==> src/rtl/alu_selftest_driver.sv <==
// Self-test engine for the ALU: drives a fixed vector table onto the ALU inputs, samples the
// result after a settle window and reports pass/fail, failure count and first failing index.
module alu_selftest_driver #(
    parameter int unsigned SETTLE_CYCLES = 2,
    parameter int unsigned NUM_VEC       = 8
) (
    input  logic        clk,
    input  logic        rst_n,
    input  logic        start,
    output logic [5:0]  opcode,
    output logic [31:0] rs_content,
    output logic [31:0] rt_content,
    output logic [4:0]  shamt,
    output logic [5:0]  ALU_control,
    output logic [15:0] immediate,
    input  logic [31:0] ALU_result,
    input  logic        sig_branch,
    output logic        busy,
    output logic        done,
    output logic        pass,
    output logic [3:0]  fail_count,
    output logic [2:0]  first_fail_idx
);

    typedef enum logic [1:0] {StIdle, StWait, StCheck, StDone} state_e;

    typedef struct packed {
        logic [5:0]  ctl;
        logic [31:0] rs;
        logic [31:0] rt;
        logic [31:0] exp;
    } vec_t;

    localparam logic [3:0] SettleInit = 4'(SETTLE_CYCLES);
    localparam logic [2:0] LastIdx    = 3'(NUM_VEC - 1);

    // Expected sig_branch is 0 for every entry, so only the result is tabulated.
    function automatic vec_t vec_lookup(input logic [2:0] i);
        vec_t v;
        unique case (i)
            3'd0:    v = '{ctl: 6'b100010, rs: 32'd52,         rt: 32'd4,  exp: 32'd48};
            3'd1:    v = '{ctl: 6'b100010, rs: 32'd150,        rt: 32'd25, exp: 32'd125};
            3'd2:    v = '{ctl: 6'b100010, rs: 32'd74,         rt: 32'd12, exp: 32'd62};
            3'd3:    v = '{ctl: 6'b100010, rs: 32'd15,         rt: 32'd15, exp: 32'd0};
            3'd4:    v = '{ctl: 6'b100010, rs: 32'd10,         rt: 32'd20, exp: 32'hFFFF_FFF6};
            3'd5:    v = '{ctl: 6'b100010, rs: 32'd0,          rt: 32'd7,  exp: 32'hFFFF_FFF9};
            3'd6:    v = '{ctl: 6'b100000, rs: 32'd7,          rt: 32'd8,  exp: 32'd15};
            default: v = '{ctl: 6'b100000, rs: 32'hFFFF_FFFF,  rt: 32'd1,  exp: 32'd0};
        endcase
        return v;
    endfunction

    state_e      state_q, state_d;
    logic [2:0]  idx_q, idx_d;
    logic [3:0]  cnt_q, cnt_d;
    logic [3:0]  fail_q, fail_d;
    logic [2:0]  first_q, first_d;
    logic [5:0]  ctl_q, ctl_d;
    logic [31:0] rs_q, rs_d;
    logic [31:0] rt_q, rt_d;

    vec_t cur_vec;
    vec_t nxt_vec;
    vec_t first_vec;
    logic mismatch;

    always_comb begin
        cur_vec   = vec_lookup(idx_q);
        nxt_vec   = vec_lookup(idx_q + 3'd1);
        first_vec = vec_lookup(3'd0);
        mismatch  = (ALU_result != cur_vec.exp) || sig_branch;
    end

    always_comb begin
        state_d = state_q;
        idx_d   = idx_q;
        cnt_d   = cnt_q;
        fail_d  = fail_q;
        first_d = first_q;
        ctl_d   = ctl_q;
        rs_d    = rs_q;
        rt_d    = rt_q;

        unique case (state_q)
            StIdle, StDone: begin
                if (start) begin
                    state_d = StWait;
                    idx_d   = 3'd0;
                    cnt_d   = SettleInit;
                    fail_d  = 4'd0;
                    first_d = 3'd0;
                    ctl_d   = first_vec.ctl;
                    rs_d    = first_vec.rs;
                    rt_d    = first_vec.rt;
                end
            end
            StWait: begin
                if (cnt_q <= 4'd1) begin
                    state_d = StCheck;
                end else begin
                    cnt_d = cnt_q - 4'd1;
                end
            end
            StCheck: begin
                if (mismatch) begin
                    fail_d = fail_q + 4'd1;
                    if (fail_q == 4'd0) begin
                        first_d = idx_q;
                    end
                end
                if (idx_q == LastIdx) begin
                    state_d = StDone;
                end else begin
                    state_d = StWait;
                    idx_d   = idx_q + 3'd1;
                    cnt_d   = SettleInit;
                    ctl_d   = nxt_vec.ctl;
                    rs_d    = nxt_vec.rs;
                    rt_d    = nxt_vec.rt;
                end
            end
            default: state_d = StIdle;
        endcase
    end

    always_ff @(posedge clk) begin
        if (!rst_n) begin
            state_q <= StIdle;
            idx_q   <= 3'd0;
            cnt_q   <= 4'd0;
            fail_q  <= 4'd0;
            first_q <= 3'd0;
            ctl_q   <= 6'd0;
            rs_q    <= 32'd0;
            rt_q    <= 32'd0;
        end else begin
            state_q <= state_d;
            idx_q   <= idx_d;
            cnt_q   <= cnt_d;
            fail_q  <= fail_d;
            first_q <= first_d;
            ctl_q   <= ctl_d;
            rs_q    <= rs_d;
            rt_q    <= rt_d;
        end
    end

    // opcode, shamt and immediate are zero in every table entry and at reset.
    assign opcode         = 6'd0;
    assign shamt          = 5'd0;
    assign immediate      = 16'd0;
    assign ALU_control    = ctl_q;
    assign rs_content     = rs_q;
    assign rt_content     = rt_q;
    assign busy           = (state_q == StWait) || (state_q == StCheck);
    assign done           = (state_q == StDone);
    assign pass           = done && (fail_q == 4'd0);
    assign fail_count     = fail_q;
    assign first_fail_idx = first_q;

endmodule

==> config.mk <==
export PLATFORM = sky130hd
export DESIGN_NAME = alu_selftest_driver
export DESIGN_NICKNAME = d
export VERILOG_FILES = /design/src/rtl/alu_selftest_driver.sv
export SDC_FILE = /design/constraint.sdc
export NUM_CORES = 1
export LEC_CHECK = 0
export ABC_AREA = 1
export CORE_AREA = 2 2 85 87
export DETAILED_ROUTE_END_ITERATION = 7
export DIE_AREA = 0 0 87 89
export GPL_TIMING_DRIVEN = 0
export PLACE_DENSITY = 0.81
export SETUP_SLACK_MARGIN = 0.3
export SYNTH_ARGS = -nofsm -noshare
export SYNTH_HDL_FRONTEND = slang
export SYNTH_SLANG_ARGS = --single-unit
==> constraint.sdc <==
create_clock -name clk -period 2.2 [get_ports clk]
set_input_delay 0.55 -clock clk [delete_from_list [all_inputs] [get_ports clk]]
set_output_delay 0.55 -clock clk [all_outputs]
set_load 0.01 [all_outputs]
Word level (Yosys, flattened, before mapping). Cells that the tools add are included.

Flip-flop bits (word level): 86. Bits of input ports: 36. Output and inout port bits: 107.

$add $sub $neg: 3. $lt $le $gt $ge: 1. Equality and inequality tests: 23. Muxes and demuxes: 28. Reduce and logical (&&, ||, !) cells: 14.

Operator list (count): $pmux 98 s7 (1); $pmux 32 s7 (1); $mux 32 (4); $pmux 32 s2 (2); $ne 32x32->1 (1); $eq 3x3->1 const B (7); $mux 4 (5); $eq 3x2->1 const B (4); $mux 3 (4); $mux 6 (2); $ne 2x2->1 const B (6); $pmux 3 s2 (2); $pmux 4 s3 (1); $pmux 6 s2 (1); $reduce_and 3->1 (3); $pmux 4 s2 (1); $eq 3x1->1 const B (2); $logic_not 3->1 (2); $mux 2 (3); $pmux 2 s3 (1); $add 4x1->4 const B (1); $eq 2x2->1 const B (2); $le 4x1->1 const B (1); $logic_not 4->1 (1); 10 further kinds (11).

Logic depth before layout (Yosys ltp).
Word-level depth: 6. Mapped depth: 15.

Least setup slack after synthesis. OpenSTA, ideal clock, no wires.

Path type: register to register. Start point: reg idx_q[0]. End point: reg rs_q[1], in the netlist rs_content[1]. Arrival time: 1.711 ns. Data required time: 2.071 ns. Slack: 0.360 ns. Cell stages (with the launch flop): 10. Period minus slack after synthesis: 1.840 ns. Cells stage by stage: dfxtp_1 > ha_1 > ha_1 > inv_1 > o21ai_0 > nor3_1 > nand2_1 > inv_1 > o21ai_1 > nand3_1.

Longest elaborated chain between the ends: 5. Elaborated cells between the ends (all ways): 14.

Ends and longest elaborated chain: start: declaration (RTL line 54) `logic [2:0] idx_q, idx_d;`; start signal: assignment (RTL line 138) `idx_q <= idx_d;`; $add 3x1->3 (RTL line 69) `nxt_vec = vec_lookup(idx_q + 3'd1);`; $eq 3x3->1, or another cell as far along (RTL line 40) `unique case (i)`; $pmux 98 s7 (RTL line 40); $mux 32 (RTL line 111) `if (idx_q == LastIdx) begin`; $pmux 32 s2 (RTL line 84) `unique case (state_q)`; end signal: assignment (RTL line 143) `rs_q <= rs_d;`; end: declaration (RTL line 59) `logic [31:0] rs_q, rs_d;`.

Several ways; a longest one is shown, not always the timed one. The select of a mux whose other input is x is not followed. A chain may end at the register's enable or synchronous reset.

Worst setup path after layout.
Start point: reg state_q[0]. End point: out busy.

Longest elaborated chain between the ends: 2. Elaborated cells between the ends (all ways): 3.

Ends and longest elaborated chain: start: declaration (RTL line 53) `state_e state_q, state_d;`; start signal: assignment (RTL line 128) `state_q <= StIdle;`; start signal: assignment (RTL line 137) `state_q <= state_d;`; $eq 2x1->1 or $eq 2x2->1 (tied branches) (RTL line 155) `assign busy = (state_q == StWait) || (state_q == StCheck);`; $logic_or 1x1->1 * (RTL line 155); end: declaration (RTL line 18) `output logic busy,`.

Every way passes the cells marked *; elsewhere a longest branch is shown, timed or not.

==> flow_summary_export.csv <==
group,metric,value,unit
power,p_leak,2.19,nW
synth,ys_top_cells_by_area,"dfxtp_1, buf_4, nand2_1, ha_1, nor2_1",
layout,drive_gt1_share,28.8,%
die,io_pins,143,
detailed_routing,detail-route-antenna-nets,0,
detailed_routing,wire_per_inst,10.3,um
detailed_routing,drtIter0Drc,123,
sta,skew,5.56,ps
sta,period_needed,1850,ps
cts,h-tree-depth,2,
cts,numCtsBuffers,5,
min_path,holdCritPathClass,"register to register",
detailed_routing,via_per_inst,4.27,
placement,port_buffers,84,
synth,netlist_area,2690,sq um
placement,place.gp.congestion,0.824,
layout,n_antenna_cell,0,
sta,slew_violations,0,
critical_path,path_cells,"inv_1 > ha_1 > inv_2 > clkdlybuf4s15_2",
detailed_routing,drc,0,
synth,synth_top_cell_area_share,23.8,%
critical_path,crit_required,1650,ps
detailed_routing,first_pass_iters,4,
layout,area_growth,52.4,%
global_route,grt_use_total,15.5,%
job,maxCapViolCount,0,
power,pwr_density_cell,740,nW/um^2
cts,clkTransAtPathRegs,70,ps
run_status,status,"finished clean",
global_route,grt_pass1_vias,2286,
synth,synth_cells,391,
synth,yosys_warnings,0,
critical_path,path_max_fanout,5,
synth,synth_top_area_cell,"dfxtp_1",
critical_path,path_class,"register to primary output",
synth,synth_flop_cell,"dfxtp_1",
die,num_rows,30,
critical_path,cp-start-kind,"register",
synth,async_reset_ff_share,0,%
sta,max_freq,541,MHz
die,core,6720,sq um
die,dieArea,7740,sq um
sta,setup_viol,0,
power,peakVddDrop,0.000631,V
sta,tns,0,ps
layout,utilization,61.0,%
cts,cts_hold_buf,0,
global_route,grt_overflow,0,
placement,hpwl,5.04,mm
critical_path,cp-end-kind,"primary output",
global_route,grt_start_max_net_pins,13,
critical_path,critPathMaxStageDelay,370,ps
synth,syn_avg_cell_area,6.87,sq um
global_route,grt_pass1_wl,9.85,mm
synth,synth_edf_count,0,
detailed_routing,wirelength,6.47,mm
die,fp.dieW,87,um
sta,hold_viol,0,
cts,clock-sinks,32,
cts,cts_tree,"built",
die,start_util,40.0,%
critical_path,critPathSlowestCell,"dfxtp_4",
die,die_y,89,um
detailed_routing,num_vias,2671,
cts,clk_latency,280,ps
cts,clockBufferDepth,2,
sta,rsz0062_at_grt,"true",
layout,nets,598,
global_route,antenna_found_initial,0,
critical_path,cp.arrival,1300,ps
cts,cts-root-buf,"clkbuf_8",
sta,period_share,84.0,%
synth,synth_seq_cells,32,
synth,yosysUniqueCellTypes,35,
synth,yosysSeqAreaShare,23.8,%
==> Yosys cell counts (2+ instances only) <==
library cell and n:
xor2_1 2, dfxtp_1 32, nand2_2 3, ha_1 17, nor2_4 3, a31oi_1 2
inv_1 33, nor2_1 48, nand3_2 3, inv_2 5, nor2_2 6, nand2_1 78
a22oi_1 3, buf_4 83, or2_2 4, nand4_1 2, nor3_1 2, a21oi_1 16
nand3_1 17, o21ai_0 15, nand3b_1 2, o22ai_1 2
==> power by group <==
part           total (mW)  internal, mW  switching [mW]  leakage (nW)
combinational        1.58         0.722           0.861          1.87
clock               0.557         0.335           0.223        0.0541
sequential          0.893         0.755           0.138         0.267
==> critical path, delay by kind of cell, from the launching register on <==
kind       cells  cell delay [ps]
buf+inv        3              360
fa+ha+maj      1              290
flops          1              370
==> what timing repair did <==
item                       4_1_cts  5_1_grt
setup endpoints to repair       46       22
setup buffers                    2        4
pin swaps                        0        2
resized for setup               47       25
==> stage by stage <==
stage	area, sq um	cells	worst slack, ps	total power, mW	hold slack [ps]
floorplan	2900	448	360	1.85	455
global placement	3840	612	60.4	2.32	440
detailed placement	3840	612	55.6	2.36	438
CTS	4010	622	215	2.96	455
global route	4100	626	233	3.30	462
finish	4100	626	351	3.03	451
==> registers in the layout, summed over array words and instances, names as in the netlist <==
register,flops
cnt_q,4
fail_count,4
idx_q,3
rs_content,9
state_q,2
ALU_control,2
first_fail_idx,3
rt_content,5
==> layer usage <==
metal	up-vias	track usage [%]	share of wire, %
met5	-	0	0
met4	0	5.11	1.1
met3	8	2.95	7.6
met2	100	29.6	52
met1	1163	17.3	39
li1	1400	-	-
==> worst paths after layout <==
| check | startpoint | to | slack, ps | cells after the start |
|---|---|---|---|---|
| worst max-delay path | state_q[0] | busy | 350 | 4 |
| worst min-delay path | rt_content[4] | rt_content[4] | 450 | 1 |
| worst max register to register | idx_q[0] | rs_content[4] | 360 | 9 |
| worst min register to register | rt_content[4] | rt_content[4] | 450 | 1 |
==> logic make-up (layout without fill, tap and decap cells) <==
kind of cell    after synthesis  count (layout)  share of synthesized area [%]
buf+inv                     123             221                           28.8
fa+ha+maj                    17              17                           7.91
compound gates               45              45                           9.68
other cells                   1              58                          0.140
simple gates                170             170                           28.6
flops                        32              32                           23.8
xor+xnor                      3               3                          0.978
==> layout make-up <==
cell class | instances | area [sq um]
multi-input cells | 293 | 1570
flip-flops and latches | 32 | 659
plain buffers | 85 | 632
well taps | 80 | 100
clock buffers | 5 | 68.8
repair buffers | 90 | 876
fillers | 599 | 2620
clock inverters | 3 | 42.5
inverters | 38 | 150
==> cell usage in the layout (no fill, tap or decap), drive strengths merged, types with 2 or more instances in the layout <==
master / instances
o21ai: 16
dlygate4sd2: 23
nand4: 2
nand2: 82
ha: 17
nand3b: 2
nor3: 2
a22oi: 3
or2: 4
buf: 90
a21oi: 17
clkbuf: 7
xor2: 2
clkdlybuf4s50: 58
inv: 38
nor2: 57
nand3: 21
dfxtp: 32
conb: 58
a31oi: 2
o22ai: 2
No activity file was read; power rests on OpenSTA's default activity.
